### config.mk
export PLATFORM = sky130hd
export DESIGN_NAME = mvm3_stream_host_flat
export DESIGN_NICKNAME = d
export VERILOG_FILES = /design/src/rtl/mvm3_stream_host_if.sv /design/src/rtl/mvm3_stream_host.sv /design/src/flat_wrapper.sv
export SDC_FILE = /design/constraint.sdc
export NUM_CORES = 1
export LEC_CHECK = 0
export CAP_MARGIN = 30
export CORE_ASPECT_RATIO = 1.2
export CORE_MARGIN = 1
export CORE_UTILIZATION = 40
export CTS_CLUSTER_SIZE = 40
export DETAILED_ROUTE_END_ITERATION = 8
export DONT_BUFFER_PORTS = 1
export GPL_TIMING_DRIVEN = 0
export HOLD_SLACK_MARGIN = 0.06
export MAX_ROUTING_LAYER = met4
export PLACE_DENSITY = 0.5
export SLEW_MARGIN = 20
export SYNTH_ARGS = -nofsm -noshare
export SYNTH_HDL_FRONTEND = slang
export SYNTH_SLANG_ARGS = --single-unit
### constraint.sdc
create_clock -name clk -period 6.1 [get_ports clk]
set_input_delay 1.22 -clock clk [delete_from_list [all_inputs] [get_ports clk]]
set_output_delay 1.22 -clock clk [all_outputs]
set_load 0.005 [all_outputs]
### src/rtl/mvm3_stream_host_if.sv
// Valid/ready stream pair between the mvm3 host and the MVM core.
// master = host view (drives input words, accepts results); slave = core view.
interface mvm3_stream_host_if #(
    parameter int IN_W  = 8,
    parameter int OUT_W = 16
);
    logic             m_valid;
    logic             m_ready;
    logic [IN_W-1:0]  m_data;
    logic             s_valid;
    logic             s_ready;
    logic [OUT_W-1:0] s_data;

    modport master (
        output m_valid, m_data, s_ready,
        input  m_ready, s_valid, s_data
    );

    modport slave (
        input  m_valid, m_data, s_ready,
        output m_ready, s_valid, s_data
    );
endinterface

### src/rtl/mvm3_stream_host.sv
// Host endpoint for the mvm3 stream: buffers one N x N matrix + N-vector job,
// streams it to the core on start, and collects the N results into a readable file.
module mvm3_stream_host #(
    parameter int N      = 3,
    parameter int IN_W   = 8,
    parameter int OUT_W  = 16,
    parameter int ADDR_W = 4,
    parameter int RD_W   = 2
) (
    input  logic              clk,
    input  logic              reset,
    input  logic              wr_en,
    input  logic [ADDR_W-1:0] wr_addr,
    input  logic [IN_W-1:0]   wr_data,
    input  logic              start,
    mvm3_stream_host_if.master bus,
    input  logic [RD_W-1:0]   rd_addr,
    output logic [OUT_W-1:0]  rd_data,
    output logic              busy,
    output logic              done
);
    localparam int JOB  = N * N + N;
    localparam int TX_W = $clog2(JOB + 1);
    localparam int RX_W = $clog2(N + 1);

    typedef enum logic [1:0] {
        IDLE,
        RUN,
        DONE
    } state_t;

    state_t            r_state;
    state_t            w_next;
    logic [IN_W-1:0]   r_buf [JOB];
    logic [OUT_W-1:0]  r_res [N];
    logic [TX_W-1:0]   r_tx_cnt;
    logic [RX_W-1:0]   r_rx_cnt;

    logic              w_tx_more;
    logic              w_rx_more;
    logic              w_wr_ok;
    logic              w_load;
    logic              w_launch;
    logic              w_m_valid;
    logic              w_s_ready;
    logic              w_busy;
    logic              w_done;
    logic              w_tx_fire;
    logic              w_rx_fire;
    logic [IN_W-1:0]   w_m_data;
    logic [OUT_W-1:0]  w_rd_data;

    assign w_tx_more = (r_tx_cnt < TX_W'(JOB));
    assign w_rx_more = (r_rx_cnt < RX_W'(N));
    // Widened compare so a job length equal to 2**ADDR_W cannot wrap to 0.
    assign w_wr_ok   = ({1'b0, wr_addr} < (ADDR_W + 1)'(JOB));

    always_ff @(posedge clk or posedge reset) begin
        if (reset) begin
            r_state <= IDLE;
        end else begin
            r_state <= w_next;
        end
    end

    always_comb begin
        w_next    = r_state;
        w_load    = 1'b0;
        w_launch  = 1'b0;
        w_m_valid = 1'b0;
        w_s_ready = 1'b0;
        w_busy    = 1'b0;
        w_done    = 1'b0;
        unique case (r_state)
            IDLE: begin
                w_load = wr_en && w_wr_ok;
                if (start) begin
                    w_launch = 1'b1;
                    w_next   = RUN;
                end
            end
            RUN: begin
                w_busy    = 1'b1;
                w_m_valid = w_tx_more;
                w_s_ready = w_rx_more;
                if (!w_tx_more && !w_rx_more) begin
                    w_next = DONE;
                end
            end
            DONE: begin
                w_done = 1'b1;
                w_load = wr_en && w_wr_ok;
                if (start) begin
                    w_launch = 1'b1;
                    w_next   = RUN;
                end
            end
            default: w_next = IDLE;
        endcase
    end

    assign w_tx_fire = w_m_valid && bus.m_ready;
    assign w_rx_fire = w_s_ready && bus.s_valid;

    always_ff @(posedge clk or posedge reset) begin
        if (reset) begin
            r_buf    <= '{default: '0};
            r_res    <= '{default: '0};
            r_tx_cnt <= '0;
            r_rx_cnt <= '0;
        end else begin
            if (w_load) begin
                r_buf[wr_addr] <= wr_data;
            end
            if (w_launch) begin
                r_tx_cnt <= '0;
                r_rx_cnt <= '0;
            end else begin
                if (w_tx_fire) begin
                    r_tx_cnt <= r_tx_cnt + 1'b1;
                end
                if (w_rx_fire) begin
                    r_res[r_rx_cnt] <= bus.s_data;
                    r_rx_cnt        <= r_rx_cnt + 1'b1;
                end
            end
        end
    end

    // m_data is a pure function of the registered count, so it cannot move during a stall.
    always_comb begin
        w_m_data = '0;
        if (w_tx_more) begin
            w_m_data = r_buf[r_tx_cnt];
        end
    end

    always_comb begin
        w_rd_data = '0;
        if (rd_addr < RD_W'(N)) begin
            w_rd_data = r_res[rd_addr];
        end
    end

    assign bus.m_valid = w_m_valid;
    assign bus.m_data  = w_m_data;
    assign bus.s_ready = w_s_ready;
    assign rd_data     = w_rd_data;
    assign busy        = w_busy;
    assign done        = w_done;
endmodule

### src/flat_wrapper.sv
// flat-port wrapper written by rule: the top's interface ports become plain ports
module mvm3_stream_host_flat 
#(
    parameter int N      = 3,
    parameter int IN_W   = 8,
    parameter int OUT_W  = 16,
    parameter int ADDR_W = 4,
    parameter int RD_W   = 2
)
  (clk, reset, wr_en, wr_addr, wr_data, start, rd_addr, rd_data, busy, done, bus_m_valid, bus_m_data, bus_s_ready, bus_m_ready, bus_s_valid, bus_s_data);
  mvm3_stream_host_if #(.IN_W(IN_W), .OUT_W(OUT_W)) bus_i ();
  input  logic clk;
  input  logic reset;
  input  logic wr_en;
  input  logic [ADDR_W-1:0] wr_addr;
  input  logic [IN_W-1:0] wr_data;
  input  logic start;
  input  logic [RD_W-1:0] rd_addr;
  output logic [OUT_W-1:0] rd_data;
  output logic busy;
  output logic done;
  output wire logic [$bits(bus_i.m_valid)-1:0] bus_m_valid;
  output wire logic [$bits(bus_i.m_data)-1:0] bus_m_data;
  output wire logic [$bits(bus_i.s_ready)-1:0] bus_s_ready;
  input wire logic [$bits(bus_i.m_ready)-1:0] bus_m_ready;
  input wire logic [$bits(bus_i.s_valid)-1:0] bus_s_valid;
  input wire logic [$bits(bus_i.s_data)-1:0] bus_s_data;
  assign bus_m_valid = bus_i.m_valid;
  assign bus_m_data = bus_i.m_data;
  assign bus_s_ready = bus_i.s_ready;
  assign bus_i.m_ready = bus_m_ready;
  assign bus_i.s_valid = bus_s_valid;
  assign bus_i.s_data = bus_s_data;
  mvm3_stream_host #(.N(N), .IN_W(IN_W), .OUT_W(OUT_W), .ADDR_W(ADDR_W), .RD_W(RD_W)) u_core (.clk(clk), .reset(reset), .wr_en(wr_en), .wr_addr(wr_addr), .wr_data(wr_data), .start(start), .bus(bus_i), .rd_addr(rd_addr), .rd_data(rd_data), .busy(busy), .done(done));
endmodule
==> metrics.txt <==
ant diodes 0; cell mode on critical path clkbuf_1; static leakage 3.77 nW; status complete, no violations; grt peak-use layer met2; CP max stage delay ~0.47 ns; crit path max-delay cell type clkbuf_1; post-route minimum period between 3 and 4 ns; Vert. Die Dim 148 um; total gr overflow 0; DRT iter0 DRCs 212; fin util 0.460; endpoints failing setup 0; Post-route DRC 0; sequential area share after synthesis 0.535; hold path depth 1; largest area contributor in the netlist dfrtp_1; Final Hold Fails 0; Synth top area share 0.535; CP bufs+invs 3; critical path launch point type input port; Ys Warns 0; CTS H-Tree Depth 4; top post-synthesis cells by area dfrtp_1 53%, mux2_2 18%, mux4_2 7.6%; vias in the first global route 4567; CTS hold repair buffers 0; core box area 17400 um^2; gr usage total 0.200; most frequent cells after synthesis 152 x dfrtp_1, 114 x mux2_2, 30 x mux2_4; Setup TNS Final 0 ns; ys flop type dfrtp_1; clock tree sinks 152; total vias in the final route between 4000 and 5000; critical-path cell list buf_2, nor2b_1, clkbuf_1, clkbuf_1, nand2_1, o21ai_0; Die W 124 um; max cap viols 0; fillcell total 1594; mean area per synthesized cell 14.7 um^2; Ports 64; Post-synth EDFFs 0; met3 GRT Util 0.0506; layout cells sized above 1 0.426; Syn Nets ~530; post-route clock period utilization 0.619; CP Capture Type output port; WP data required 4.88 ns; headroom to the max-slew limit 0.422; cell family with most CP delay buffers and inverters; worst slew pin tran 0.867 ns; Post-CTS Setup Inserts 0; number of cells on the critical path 6; CP Max Fanout 10; P&R area growth vs syn 12.7%; CP Data Arrival Time about 2.6 ns; FF+latch count, synth 152; Longest Clk Path Bufs 2; Worst IR Drop VDD 0.000192 V; Clock Tree Root clkbuf_16; Wirelength per Cell ~22 um; first-pass GRT wire length 25800 um; Hold Crit Class reg2reg; fin. max-slew vios 0; met1 usage 0.228; met2 usage 0.344; HPWL reported at the end of detailed placement 10900 um; final net count 546; CP Class in2out; TritonCTS Buffers 17; Buffers on Ports 0; Initial Util 0.408; post-synthesis cell count 485; antenna violations before repair 0; Resized Gates After CTS 0; Yosys cell types 33; maximum clock rate 265 MHz; CTS tree yes; Post-Route WL between 15000 and 20000 um; cell area after synthesis ~7000 um^2; Clock transition at path regs 0.06 ns; TritonRoute pass-1 iters 4; Synth async-reset ratio 1.00; pin count of the biggest net entering global routing 107; routability cong. approximately 0.75; RSZ-0062 raised after global routing no; Die ar. approximately 18000 um^2; FP Rows 53; Power Density roughly 470 nW/um^2; Post-DRT Antenna Nets 0; Register-to-Register Path Depth 3; skew final between 0.01 and 0.015 ns; routed vias/inst 5.47; Skew-Pair Late Insertion Delay 0.42 ns; top-count cell post-synth dfrtp_1; register-to-register setup slack 4.15 ns
-- registers in the layout (all words and copies together), names as in the netlist --
name	count
u_core.r_tx_cnt	4
u_core.r_res	48
u_core.r_buf	96
u_core.r_state	2
u_core.r_rx_cnt	2
-- report_power, final --
part | internal (mW) | leakage [nW] | switching (mW)
clock network | 0.649 | 0.284 | 0.411
registers | 1.36 | 1.97 | 0.197
logic | 0.627 | 1.51 | 0.483
-- cells by family after synthesis --
kind of cell | after synthesis | share of synthesized area
multiplexers | 184 | 0.342
AO/OA/AOI/OAI | 43 | 0.0354
AND/OR/NAND/NOR | 59 | 0.0501
flip-flops | 152 | 0.535
adder cells (fa/ha/maj) | 5 | 0.00880
buffers and inverters | 42 | 0.0285
-- routing by layer --
layer / vias to the layer above / part of all wire
met3: 11 / 0.039
met1: 2141 / 0.41
met2: 75 / 0.54
met4: 0 / 0.010
li1: 1807 / -
met5: - / 0
-- worst paths after layout --
path                                    from                 end
max in group asynchronous              reset  u_core.r_tx_cnt[2]
setup / recovery                  rd_addr[1]          rd_data[1]
min in group asynchronous              reset     u_core.r_res[0]
hold reg to reg             u_core.r_buf[30]    u_core.r_buf[30]
hold / removal              u_core.r_buf[30]    u_core.r_buf[30]
setup reg to reg           u_core.r_state[0]     u_core.r_buf[3]
-- cells in the final DEF, fill, tap and decap left out, types with 3 or more instances in the layout --
cell type / instances
mux2_2: 114
bufinv_16: 3
nand2_1: 25
mux4_2: 24
nand2b_1: 3
clkbuf_16: 17
inv_1: 14
o21ai_0: 26
ha_1: 5
a22oi_1: 8
dfrtp_1: 152
buf_6: 3
clkinvlp_4: 4
buf_4: 4
and3_1: 4
mux2_4: 30
nor2_1: 7
nand2_4: 3
o31ai_1: 3
clkbuf_1: 14
clkinv_2: 5
buf_2: 6
nor2b_1: 4
mux2i_1: 16
a21oi_1: 3
-- final cells by class --
cell class / count / area (um^2) / share of cell area
plain buffers: 27 / 146 / 0.0183
inverters: 15 / 63.8 / 0.00796
multi-input cells: 291 / 3110 / 0.387
clock inverters: 13 / 154 / 0.0192
repair buffers: 1 / 27.5 / 0.00343
flip-flops and latches: 152 / 3800 / 0.475
clock buffers: 18 / 439 / 0.0548
well taps: 220 / 275 / 0.0343
-- metrics by stage --
step	worst slack, ns	cells	power, mW	hold slack [ns]	area, um^2
6_report	2.32	737	3.73	0.500	8020
5_1_grt	2.18	737	3.96	0.504	8020
4_1_cts	2.28	737	3.78	0.501	8020
3_5_place_dp	2.29	706	2.71	0.488	7420
3_3_place_gp	-0.899	705	2.65	0.482	7390
2_1_floorplan	0.787	485	2.42	0.474	7110
No activity file was read; power rests on OpenSTA's default activity.
